$ cat src/rtl/disaggregator.sv
// Purpose : replays one packed word of up to FETCH_WIDTH lanes as one lane per cycle, lane 0 first.
// Latency : word dequeued in cycle N presents lane 0 with receiver_enq in cycle N+1.
// Backpressure: receiver_full_n low freezes idx/buf/receiver_data; no sender_deq while stalled mid-word.
//
// Ports:
//   clk, rst                    - clock, synchronous active-high reset
//   sender_data/_empty_n/_deq   - first-word-fall-through source of packed words
//   receiver_data/_full_n/_enq  - narrow per-lane consumer
//   change_fetch_width, input_fetch_width - one-cycle request for a new lane count
//   receiver_last               - final lane marker, present only when DISAGGREGATOR_LAST_EN is defined
module disaggregator #(
    parameter int DATA_WIDTH  = 8,
    parameter int FETCH_WIDTH = 6,
    parameter int CNT_WIDTH   = $clog2(FETCH_WIDTH + 1)
) (
    input  logic                              clk,
    input  logic                              rst,
    input  logic [FETCH_WIDTH*DATA_WIDTH-1:0] sender_data,
    input  logic                              sender_empty_n,
    output logic                              sender_deq,
    output logic [DATA_WIDTH-1:0]             receiver_data,
    input  logic                              receiver_full_n,
    output logic                              receiver_enq,
    input  logic                              change_fetch_width,
    input  logic [CNT_WIDTH-1:0]              input_fetch_width
`ifdef DISAGGREGATOR_LAST_EN
   ,output logic                              receiver_last
`endif
);

    typedef enum logic {EMPTY, ACTIVE} state_t;

    state_t                            state, state_nxt;
    logic [FETCH_WIDTH*DATA_WIDTH-1:0] word_buf, word_buf_nxt;
    logic [CNT_WIDTH-1:0]              idx, idx_nxt;
    logic [CNT_WIDTH-1:0]              fw, fw_nxt;
    logic [CNT_WIDTH-1:0]              pend_fw, pend_fw_nxt;
    logic                              pend_vld, pend_vld_nxt;

    logic                              at_last;
    logic                              boundary;
    logic                              req_ok;
    logic [CNT_WIDTH-1:0]              req_fw;
    logic                              eff_vld;
    logic [CNT_WIDTH-1:0]              eff_fw;

    assign at_last      = (idx == fw - CNT_WIDTH'(1));
    assign receiver_enq = (state == ACTIVE) && receiver_full_n && !rst;
    // A word may be taken when nothing is buffered or the last lane leaves this cycle.
    assign boundary     = (state == EMPTY) || (receiver_enq && at_last);
    assign sender_deq   = sender_empty_n && boundary && !rst;

`ifdef DISAGGREGATOR_LAST_EN
    assign receiver_last = (state == ACTIVE) && at_last;
`endif

    // Lane select; idx never reaches FETCH_WIDTH.
    always_comb begin
        receiver_data = '0;
        for (int i = 0; i < FETCH_WIDTH; i++) begin
            if (idx == CNT_WIDTH'(i)) begin
                receiver_data = word_buf[i*DATA_WIDTH +: DATA_WIDTH];
            end
        end
    end

    // A zero request is ignored; oversize requests saturate.
    assign req_ok  = change_fetch_width && (input_fetch_width != '0);
    assign req_fw  = (input_fetch_width > CNT_WIDTH'(FETCH_WIDTH)) ? CNT_WIDTH'(FETCH_WIDTH)
                                                                   : input_fetch_width;
    // A request in the current cycle overrides any older pending one, and may apply at once.
    assign eff_vld = req_ok || pend_vld;
    assign eff_fw  = req_ok ? req_fw : pend_fw;

    always_comb begin
        state_nxt    = state;
        word_buf_nxt = word_buf;
        idx_nxt      = idx;
        fw_nxt       = fw;
        pend_fw_nxt  = eff_fw;
        pend_vld_nxt = eff_vld;

        // Width only switches between words, so a word loaded now already uses the new width.
        if (boundary && eff_vld) begin
            fw_nxt       = eff_fw;
            pend_vld_nxt = 1'b0;
        end

        case (state)
            EMPTY: begin
                if (sender_deq) begin
                    word_buf_nxt = sender_data;
                    idx_nxt      = '0;
                    state_nxt    = ACTIVE;
                end
            end
            ACTIVE: begin
                if (receiver_enq) begin
                    if (!at_last) begin
                        idx_nxt = idx + CNT_WIDTH'(1);
                    end else if (sender_deq) begin
                        word_buf_nxt = sender_data;
                        idx_nxt      = '0;
                    end else begin
                        idx_nxt   = '0;
                        state_nxt = EMPTY;
                    end
                end
            end
            default: state_nxt = EMPTY;
        endcase
    end

    always_ff @(posedge clk) begin
        if (rst) begin
            state    <= EMPTY;
            word_buf <= '0;
            idx      <= '0;
            fw       <= CNT_WIDTH'(FETCH_WIDTH);
            pend_fw  <= CNT_WIDTH'(FETCH_WIDTH);
            pend_vld <= 1'b0;
        end else begin
            state    <= state_nxt;
            word_buf <= word_buf_nxt;
            idx      <= idx_nxt;
            fw       <= fw_nxt;
            pend_fw  <= pend_fw_nxt;
            pend_vld <= pend_vld_nxt;
        end
    end

endmodule

$ cat config.mk
export PLATFORM = sky130hd
export DESIGN_NAME = disaggregator
export DESIGN_NICKNAME = d
export VERILOG_FILES = /design/src/rtl/disaggregator.sv
export SDC_FILE = /design/constraint.sdc
export NUM_CORES = 1
export LEC_CHECK = 0
export ABC_AREA = 1
export CORE_MARGIN = 2
export CORE_UTILIZATION = 40
export CTS_CLUSTER_SIZE = 24
export DETAILED_ROUTE_END_ITERATION = 8
export PLACE_DENSITY = 0.68
export SETUP_SLACK_MARGIN = 0.1
export SLEW_MARGIN = 20
export SYNTH_ARGS = -nofsm -noshare
export SYNTH_HDL_FRONTEND = slang
export SYNTH_SLANG_ARGS = --single-unit
export TNS_END_PERCENT = 10
$ cat constraint.sdc
create_clock -name clk -period 2.1 [get_ports clk]
set_input_delay 0.315 -clock clk [delete_from_list [all_inputs] [get_ports clk]]
set_output_delay 0.315 -clock clk [all_outputs]
set_load 0.02 [all_outputs]
==> impl_metrics.tcl <==
set metrics [dict create \
    synth_seq_cells 59 \
    busiest_layer "met2" \
    r2r_setup_slack_ns 0.26 \
    critPathMaxFanout 8 \
    grt_max_degree 50 \
    pre_cts_ws_ns -0.1617 \
    use_met1_pct 24.69 \
    violations "negative setup slack" \
    antenna_cells 0 \
    cts_hold_buf 0 \
    clock_latency_ns 0.34 \
    io_buffers 65 \
    async_flop_share_pct 0 \
    ant_nets 0 \
    grt_remaining_overflow 0 \
    core-area_sq_um 7292 \
    drt_iter0_drc 187 \
    max-slew-margin-rel_pct 76.63 \
    grt_use_met2_pct 31.34 \
    ys_seq_area_share_pct 39.20 \
    drtPass1Iterations 4 \
    required_ns 1.78 \
    num_rows 31 \
    startpoint_type "register" \
    reg2reg_from "fw[1]$_SDFFE_PP1P_" \
    hpwl_um 5428 \
    skew_ns 0.008767 \
    endpoint_kind "output port" \
    root_buffer "clkbuf_8" \
    cts_setup_buffers 0 \
    initial_core_util_pct 41.32 \
    final_cell_area_sq_um 4363 \
    dieWidth_um 90.79 \
    wl_per_cell_um 11.75 \
    r2r_cells 13 \
    synth_edf_count 0 \
    leakagePower_nw 2.238 \
    clk_pin_slew_ns 0.07 \
    hold_path_class "register to register" \
    grt_use_met3_pct 4.174 \
    clk_path_buf_depth 2 \
    fin_nets 639 \
    final-max-slew-violation-count 0 \
    cts_num_sinks 59 \
    num_vias 3130 \
    fin_crit_sh_pct 102.4 \
    antenna_found_initial 0 \
    final_core_util_pct 59.83 \
    gp_congestion 0.8805 \
    wl_um 8002 \
    hold_viol 0 \
    reg2reg_to "word_buf[7]$_SDFFE_PP0P_" \
    syn-cell-area_sq_um 3013 \
    dieArea_sq_um 8243 \
    layout_setup_ws_ns -0.04994 \
    dpl.cell_count 664 \
    drc 0 \
    grtUsageTotal_pct 19.14 \
    via_per_inst 4.596 \
    num-fill-cells 701 \
    grt_pass1_wl_um 12850 \
    ir_drop_mv 0.4346 \
    post_dp_cell_area_sq_um 3876 \
    cts_tree "yes" \
    first_global_vias 2900 \
    die_height_um 90.79 \
    layout.cells.non_filler 681 \
    max_cap_violations 0 \
    yosysWarnings 0 \
    synth_cell_types 20 \
    arrival_ns 1.83 \
    synth_flop_cell "dfxtp_1" \
    synth_nets 555 \
    ios 66 \
    p_total_mw 3.021 \
    max_slew.worst_pin.slew_ns 0.3506 \
    max_freq_ghz 0.4651 \
    areaGrowthSynthToFinish_pct 44.81 \
    htree_levels 3 \
    rsz0062_at_grt "yes" \
    holdWs_ns 0.4539 \
    synthCells 493 \
    crit_end "receiver_data[3]" \
    crit_start "idx[1]$_SDFFE_PP0P_" \
    setup_violations 5 \
    drive_gt1_share_pct 18.73 \
    outcome "complete, but fails checks" \
    cts_made_buffers 9 \
    min_period_ns 2.150 \
    synth_area_per_cell_sq_um 6.111 \
    path_class "register to output port" \
    setup_tns_ns -0.1073 \
    power.density_nw_per_um2 692.3 \
]
critical path, stage by stage (launching register included):
cell     delay [ns]
dfxtp_4        0.37
inv_4          0.08
ha_4           0.14
inv_4          0.04
nor2_4         0.09
buf_6          0.13
nand2_1        0.06
nand3_1        0.12
nand3_1        0.11
nand3_2        0.09
nand3_2        0.08
nand2_2        0.07
buf_6          0.11
logic make-up (layout without fill, tap and decap cells):
logic type / after synthesis / in the layout / share of synthesized area, %
AOI/OAI and AO/OA: 11 / 11 / 1.910
adders and majority gates: 6 / 6 / 2.492
buffers and inverters: 85 / 174 / 11.84
DFF: 59 / 59 / 39.20
and+or+nand+nor: 332 / 332 / 44.56
where the power goes:
part           switching, mW  leakage (nW)  total (mW)  internal (mW)
Sequential            0.0543         0.490        1.26           1.21
Clock                  0.449         0.106        1.02          0.569
Combinational          0.392          1.64       0.738          0.347
area by class of cell:
type                            count  area, sq um  share of cell area [%]
Multi-Input combinational cell    349         1710                   39.20
Sequential cell                    59         1191                   27.30
Timing Repair Buffer               92        889.6                   20.39
Inverter                           66        255.2                   5.850
Clock buffer                       10        137.6                   3.155
Tap cell                           99        123.9                   2.839
Clock inverter                      6        55.05                   1.262
worst min-delay path by stage:
stage                                       end  cells past startpoint                   from
after detailed placement  pend_fw[1]$_SDFF_PP1_                      2  pend_fw[1]$_SDFF_PP1_
final                        fw[1]$_SDFFE_PP1P_                      2     fw[1]$_SDFFE_PP1P_
after global routing         fw[1]$_SDFFE_PP1P_                      2     fw[1]$_SDFFE_PP1P_
after CTS                 pend_fw[1]$_SDFF_PP1_                      2  pend_fw[1]$_SDFF_PP1_
after global placement    pend_fw[1]$_SDFF_PP1_                      2  pend_fw[1]$_SDFF_PP1_
after floorplan             idx[1]$_SDFFE_PP0P_                      1                    rst
timing repair:
| action | in CTS | in global routing |
|---|---|---|
| gates cloned | 0 | 1 |
| setup endpoints to repair | 9 | 58 |
| gates resized for setup | 71 | 54 |
| pin swaps | 8 | 17 |
sequential cells by signal, indices dropped and copies added, names as in the netlist:
name,count
idx,3
pend_vld,1
pend_fw,3
word_buf,48
fw,3
state,1
layout by cell type (no fill, tap or decap), drive strengths merged:
cell type and instances:
clkdlybuf4s50 55, nor2 104, or2 1, o21ai 2, nand2 174, clkbuf 10
buf 36, bufinv 1, clkinv 6, dfxtp 59, a21oi 8, nand3 51
dlymetal6s2s 1, inv 65, o211ai 1, ha 6, nand3b 2
synthesized netlist by cell type, types with 2 or more instances:
cell      count  area share [%]
nor2_1      103              13
buf_2         6             1.0
a21oi_1       8             1.3
nand3_1      50             8.3
buf_6         4             1.5
nand2_1     172              21
inv_2         2            0.25
o21ai_0       2            0.33
inv_1        62             7.7
nand3b_1      2            0.50
clkbuf_1      9             1.1
clkinv_1      2            0.25
dfxtp_1      59              39
ha_1          6             2.5
per-layer routing:
layer / wire (um) / vias to the layer above / part of all wire (%)
met1: 3607 / 1365 / 45
met2: 3684 / 105 / 46
met3: 457 / 24 / 5.7
li1: - / 1636 / -
met4: 252 / 0 / 3.1
met5: 0 / - / 0
No activity file was read; power rests on OpenSTA's default activity.
